**config.mk**
```make
export PLATFORM = sky130hd
export DESIGN_NAME = uart_tx_buffered
export DESIGN_NICKNAME = d
export VERILOG_FILES = /design/src/rtl/uart_pkg.sv /design/src/rtl/sync_fifo.sv /design/src/rtl/uart_tx_buffered.sv
export SDC_FILE = /design/constraint.sdc
export NUM_CORES = 1
export LEC_CHECK = 0
export BUFFER_PORTS_ARGS = -buffer_cell sky130_fd_sc_hd__buf_2
export CORE_ASPECT_RATIO = 0.8
export CORE_MARGIN = 2
export CORE_UTILIZATION = 57
export CTS_BUF_LIST = sky130_fd_sc_hd__clkbuf_16
export CTS_CLUSTER_SIZE = 14
export DETAILED_ROUTE_END_ITERATION = 7
export PLACE_DENSITY = 0.82
export REMOVE_ABC_BUFFERS = 1
export SYNTH_ARGS = -nofsm -noshare
export SYNTH_HDL_FRONTEND = slang
export SYNTH_SLANG_ARGS = --single-unit
```
**constraint.sdc**
```tcl
create_clock -name sysclk -period 3.7 [get_ports sysclk]
set_clock_uncertainty 0.2 [all_clocks]
set_input_delay 0.74 -clock sysclk [delete_from_list [all_inputs] [get_ports sysclk]]
set_output_delay 0.74 -clock sysclk [all_outputs]
set_load 0.01 [all_outputs]
```
**src/rtl/uart_pkg.sv**
```systemverilog
// Shared UART types and helpers for the buffered transmitter.
package uart_pkg;

  // Level driven on an idle serial line
  localparam logic UART_IDLE_LEVEL = 1'b1;

  // Transmit FSM states
  typedef enum logic [1:0] {
    IDLE  = 2'd0,
    START = 2'd1,
    DATA  = 2'd2,
    STOP  = 2'd3
  } tx_state_t;

  // Whole sysclk cycles per bit period; the remainder is discarded
  function automatic int baud_ticks(input int clk, input int baud);
    return clk / baud;
  endfunction

endpackage

```
**src/rtl/sync_fifo.sv**
```systemverilog
// Single-clock FIFO with registered full/empty/level and a sticky overflow flag.
module sync_fifo #(
  parameter int DEPTH = 16,
  parameter int WIDTH = 8
) (
  input  logic                     clk,
  input  logic                     rst,
  input  logic                     i_wr,
  input  logic [WIDTH-1:0]         i_data,
  input  logic                     i_rd,
  output logic [WIDTH-1:0]         o_data,
  output logic                     o_full,
  output logic                     o_empty,
  output logic [$clog2(DEPTH):0]   o_level,
  output logic                     o_overflow
);

  localparam int AW = $clog2(DEPTH);
  localparam int LW = AW + 1;

  logic [WIDTH-1:0] r_mem [DEPTH];
  logic [AW-1:0]    r_wr_ptr;
  logic [AW-1:0]    r_rd_ptr;
  logic [LW-1:0]    r_count;
  logic             r_full;
  logic             r_empty;
  logic             r_overflow;

  logic             w_wr_en;
  logic             w_rd_en;
  logic [LW-1:0]    w_count_n;

  // A write is judged against the full flag before the edge, so a pop never
  // frees room for a write in the same cycle.
  assign w_wr_en = i_wr & ~r_full;
  assign w_rd_en = i_rd & ~r_empty;

  // Next occupancy, shared by the count and the full/empty flags
  always_comb begin
    w_count_n = r_count;
    if (w_wr_en && !w_rd_en) begin
      w_count_n = r_count + 1'b1;
    end else if (!w_wr_en && w_rd_en) begin
      w_count_n = r_count - 1'b1;
    end
  end

  // Pointers, occupancy and status flags
  always_ff @(posedge clk or posedge rst) begin
    if (rst) begin
      r_wr_ptr   <= '0;
      r_rd_ptr   <= '0;
      r_count    <= '0;
      r_full     <= 1'b0;
      r_empty    <= 1'b1;
      r_overflow <= 1'b0;
    end else begin
      if (w_wr_en) r_wr_ptr <= r_wr_ptr + 1'b1;
      if (w_rd_en) r_rd_ptr <= r_rd_ptr + 1'b1;
      r_count <= w_count_n;
      r_full  <= (w_count_n == LW'(DEPTH));
      r_empty <= (w_count_n == '0);
      if (i_wr && r_full) r_overflow <= 1'b1;
    end
  end

  // Storage array; contents need no reset because the pointers gate reads
  always_ff @(posedge clk) begin
    if (w_wr_en) r_mem[r_wr_ptr] <= i_data;
  end

  assign o_data     = r_mem[r_rd_ptr];
  assign o_full     = r_full;
  assign o_empty    = r_empty;
  assign o_level    = r_count;
  assign o_overflow = r_overflow;

endmodule

```
**src/rtl/uart_tx_buffered.sv**
```systemverilog
// Buffered UART transmitter: FIFO-fed 8N1 serialiser with back-to-back frames.
module uart_tx_buffered
  import uart_pkg::*;
#(
  parameter int CLOCK_FREQUENCY = 100_000_000,
  parameter int BAUD_RATE       = 115_200,
  parameter int DATA_BITS       = 8,
  parameter int DEPTH           = 16
) (
  input  logic                   sysclk,
  input  logic                   rst_in,
  input  logic [DATA_BITS-1:0]   data_in,
  input  logic                   write_in,
  output logic                   full_out,
  output logic                   empty_out,
  output logic [$clog2(DEPTH):0] level_out,
  output logic                   overflow_out,
  output logic                   tx_serial_out,
  output logic                   tx_busy_out,
  output logic                   tx_done_out
);

  localparam int BAUD_TICKS = baud_ticks(CLOCK_FREQUENCY, BAUD_RATE);
  localparam int CNT_W      = $clog2(BAUD_TICKS + 1);
  localparam int BIT_W      = $clog2(DATA_BITS + 1);

  tx_state_t              r_state;
  logic [CNT_W-1:0]       r_baud_cnt;
  logic [BIT_W-1:0]       r_bit_idx;
  logic [DATA_BITS-1:0]   r_shift;
  logic                   r_tx;
  logic                   r_done;

  tx_state_t              w_state_n;
  logic [CNT_W-1:0]       w_baud_cnt_n;
  logic [BIT_W-1:0]       w_bit_idx_n;
  logic [DATA_BITS-1:0]   w_shift_n;
  logic                   w_tx_n;
  logic                   w_done_n;
  logic                   w_pop;
  logic                   w_bit_end;
  logic [DATA_BITS-1:0]   w_head;
  logic                   w_empty;

  sync_fifo #(
    .DEPTH (DEPTH),
    .WIDTH (DATA_BITS)
  ) u_fifo (
    .clk        (sysclk),
    .rst        (rst_in),
    .i_wr       (write_in),
    .i_data     (data_in),
    .i_rd       (w_pop),
    .o_data     (w_head),
    .o_full     (full_out),
    .o_empty    (w_empty),
    .o_level    (level_out),
    .o_overflow (overflow_out)
  );

  assign w_bit_end = (r_baud_cnt == CNT_W'(BAUD_TICKS - 1));

  // Next-state, line level, FIFO pop and done pulse for the serialiser
  always_comb begin
    w_state_n    = r_state;
    w_baud_cnt_n = r_baud_cnt + 1'b1;
    w_bit_idx_n  = r_bit_idx;
    w_shift_n    = r_shift;
    w_tx_n       = r_tx;
    w_done_n     = 1'b0;
    w_pop        = 1'b0;
    case (r_state)
      IDLE: begin
        w_baud_cnt_n = '0;
        w_tx_n       = UART_IDLE_LEVEL;
        if (!w_empty) begin
          w_pop     = 1'b1;
          w_shift_n = w_head;
          w_tx_n    = ~UART_IDLE_LEVEL;
          w_state_n = START;
        end
      end
      START: begin
        if (w_bit_end) begin
          w_baud_cnt_n = '0;
          w_bit_idx_n  = '0;
          w_tx_n       = r_shift[0];
          w_state_n    = DATA;
        end
      end
      DATA: begin
        if (w_bit_end) begin
          w_baud_cnt_n = '0;
          if (r_bit_idx == BIT_W'(DATA_BITS - 1)) begin
            w_tx_n    = UART_IDLE_LEVEL;
            w_state_n = STOP;
          end else begin
            w_shift_n   = r_shift >> 1;
            w_tx_n      = r_shift[1];
            w_bit_idx_n = r_bit_idx + 1'b1;
          end
        end
      end
      STOP: begin
        if (w_bit_end) begin
          w_baud_cnt_n = '0;
          w_done_n     = 1'b1;
          // Chain straight into the next frame when more data is queued
          if (!w_empty) begin
            w_pop     = 1'b1;
            w_shift_n = w_head;
            w_tx_n    = ~UART_IDLE_LEVEL;
            w_state_n = START;
          end else begin
            w_tx_n    = UART_IDLE_LEVEL;
            w_state_n = IDLE;
          end
        end
      end
      default: begin
        w_baud_cnt_n = '0;
        w_tx_n       = UART_IDLE_LEVEL;
        w_state_n    = IDLE;
      end
    endcase
  end

  // Serialiser state register; reset forces the line idle without waiting for a clock
  always_ff @(posedge sysclk or posedge rst_in) begin
    if (rst_in) begin
      r_state    <= IDLE;
      r_baud_cnt <= '0;
      r_bit_idx  <= '0;
      r_tx       <= UART_IDLE_LEVEL;
      r_done     <= 1'b0;
    end else begin
      r_state    <= w_state_n;
      r_baud_cnt <= w_baud_cnt_n;
      r_bit_idx  <= w_bit_idx_n;
      r_tx       <= w_tx_n;
      r_done     <= w_done_n;
    end
  end

  // Payload shift register; its content is only observed after a pop loads it
  always_ff @(posedge sysclk) begin
    r_shift <= w_shift_n;
  end

  assign empty_out     = w_empty;
  assign tx_serial_out = r_tx;
  assign tx_busy_out   = (r_state != IDLE);
  assign tx_done_out   = r_done;

endmodule

```
==> metrics.md <==
| Metric | Value |
|---|---|
| First-pass detailed-route iteration total | `4` |
| CP max FO | `20` |
| WL met2 | `6700 um` |
| Fin. Hold Viols | `0` |
| Total Nets Final | `458` |
| Row cnt | `36` |
| Arr. time, crit path | `2.67 ns` |
| Global placer's final weighted congestion | `0.777` |
| Sink Count | `170` |
| Share of flip-flops with an asynchronous set or reset | `0.200` |
| CTS tree | `yes` |
| Cts repair resizes | `0` |
| Clock period minus worst slack | `2.70 ns` |
| Hold_buf cts | `0` |
| Leakage | `2.85 nW` |
| Pre-CTS WS | `1.00 ns` |
| Top post-synthesis cells by area | `edfxtp_1 57%, mux4_2 13%, dfrtp_1 11%` |
| Horiz. Die Dim | `129 um` |
| Peak supply drop | `0.502 mV` |
| Crit path kind | `flip-flop to flip-flop` |
| Highest clock rate | `371 MHz` |
| Post-synth EDFFs | `136` |
| Post-route DRC violation count | `0` |
| Mean Syn Cell Area | `17.7 sq um` |
| Status | `completed` |
| CTS H-tree lvls | `4` |
| Cell Area, Synth | `0.00711 sq mm` |
| Largest net degree at the start of global routing | `36` |
| PortBufs | `21` |
| Antenna Nets Post-Route | `0` |
| ANT cells | `0` |
| Met1 WL | `5540 um` |
| First-pass GRT wire length | `21,600 um` |
| Slew headroom | `0.557` |
| Die area | `0.0134 sq mm` |
| Slew Viols, Final | `0` |
| DP HPWL | `8370 um` |
| Initial Util | `0.585` |
| Per-cell routed wire length | `22.5 um` |
| Sequential share of the synthesized area | `0.694` |
| Initial antenna violation count | `0` |
| Commonest non-fill, non-tap cells in the layout | `136 x edfxtp_1, 40 x mux4_2, 31 x dfrtp_1` |
| Fraction of layout cells with a size suffix above 1 | `0.245` |
| Final setup viols | `0` |
| Number of global-route vias before repair | `3,810` |
| Worst-Margin Slew | `0.664 ns` |
| RSZ-0062 raised after global routing | `false` |
| Worst-Skew Late Latency | `0.42 ns` |
| Post-CTS Setup Bufs | `0` |
| Flop and latch count out of synthesis | `170` |
| CTS max path bufs | `2` |
| Initial drt markers | `330` |
| Synth Flop Type | `edfxtp_1` |
| Routed Wire Length | `13,400 um` |
| Clk root buf | `clkbuf_16` |
| Final worst slack | `1.00 ns` |
| Final Cycle Share | `0.729` |
| CTS Buf Count | `17` |
| Yosys warning total | `0` |
| Grt total ovfl | `0` |
| I/O Pins | `22` |
| Max Cap Violations | `0` |
| Critical Path RT | `3.67 ns` |
| Hold Path Class | `input port to async pin` |
| Vias per cell | `6.04` |
| CTS clk-pin slew, worst paths | `0.07 ns` |
| Synthesis-to-layout area growth | `12.1%` |
| Setup TNS Final | `0 ns` |
| Met3 Wirelength | `999 um` |
| Most common cell after layout, fill and taps aside | `edfxtp_1` |
| Cell taking the most area after synthesis | `edfxtp_1` |
| Pwr Density | `586 mW/mm^2` |
| Die height | `104 um` |
| Top Layer Used | `met4` |
| Crit path capture type | `flip-flop` |
| Post-synth cell types | `48` |
| Yosys top cell area share | `0.574` |
| Via count | `3,601` |
| Core Region | `0.0122 sq mm` |
| Post-synthesis cell count | `402` |
| Total global-route track usage | `0.222` |
| CP Launch Type | `flip-flop` |
## logic make-up after synthesis
| family | synth area share |
|---|---|
| and+or+nand+nor | 0.0691 |
| buffers and inverters | 0.0151 |
| AOI/OAI and AO/OA | 0.0410 |
| muxes | 0.131 |
| DFF | 0.694 |
| xor gates and xnor gates | 0.0232 |
| adders and majority gates | 0.0264 |
## stage by stage
| step | utilization | instance area, sq um | std cells | power [mW] | hold slack, ns |
|---|---|---|---|---|---|
| floorplan | - | 7050 | 387 | 2.76 | 0.255 |
| global placement | 0.608 | 7400 | 565 | 2.93 | 0.232 |
| detailed placement | 0.608 | 7400 | 565 | 2.97 | 0.248 |
| CTS | 0.656 | 7970 | 596 | 4.71 | 0.212 |
| global route | 0.656 | 7970 | 596 | 4.86 | 0.230 |
| finish | 0.656 | 7970 | 596 | 4.67 | 0.197 |
## state kept, by name, summed over array words and instances (netlist names), 2 cells and up
| register | flops |
|---|---|
| r_baud_cnt | 10 |
| r_shift | 8 |
| u_fifo.r_wr_ptr | 4 |
| r_state | 2 |
| u_fifo.r_rd_ptr | 4 |
| r_bit_idx | 4 |
| u_fifo.o_level | 5 |
| u_fifo.r_mem | 128 |
## final timing paths
kind                                    start            endpoint  slack (ns)  cells after the start
setup / recovery           u_fifo.r_rd_ptr[0]          r_shift[4]        1.00                      4
hold / removal                         rst_in  u_fifo.r_wr_ptr[1]        0.20                      3
setup reg to reg           u_fifo.r_rd_ptr[0]          r_shift[4]        1.00                      4
hold reg to reg             u_fifo.o_overflow   u_fifo.o_overflow        0.26                      1
max in group asynchronous              rst_in  u_fifo.r_rd_ptr[0]        2.75                      3
min in group sysclk         u_fifo.o_overflow   u_fifo.o_overflow        0.26                      1
## cell type report
cell class	instances	area, sq um
clock buffers	17	425
repair buffers	26	155
flip-flops and latches	170	4940
fillers	795	4190
clock inverters	14	150
inverters	12	45.0
multi-input cells	205	2070
well taps	152	190
## where the power goes
part	switching [mW]	leakage (nW)	internal [mW]
Sequential	0.119	1.65	2.28
Clock	0.732	0.281	0.996
Combinational	0.331	0.918	0.213
## worst max-delay path: stages (launching register included)
cell	delay, ns
dfrtp_2	0.69
buf_12	0.27
mux4_2	0.56
mux4_2	0.50
a22o_1	0.22
## synth_stat cells, types with 2 or more instances
library cell and number:
a22o_1 9, mux4_2 40, dfrtp_1 32, buf_2 4
nor2_1 20, clkbuf_1 8, nand2_1 20, and3b_1 2
inv_1 12, buf_1 2, and2_1 18, o31ai_1 2
a21oi_1 5, xor2_1 8, ha_1 15, and3_1 2
nand3_1 9, edfxtp_1 136, and3_2 2, dfstp_2 2
nor3_1 6, nand4_1 4, o21ai_0 9, a21o_1 2
xnor2_1 9, nor2b_1 2
## layer usage
metal,track usage,vias up
li1,-,1630
met1,0.310,1839
met2,0.341,121
met3,0.0669,11
met4,0.0714,0
met5,0,-
Power figures use the tool's default switching activity.
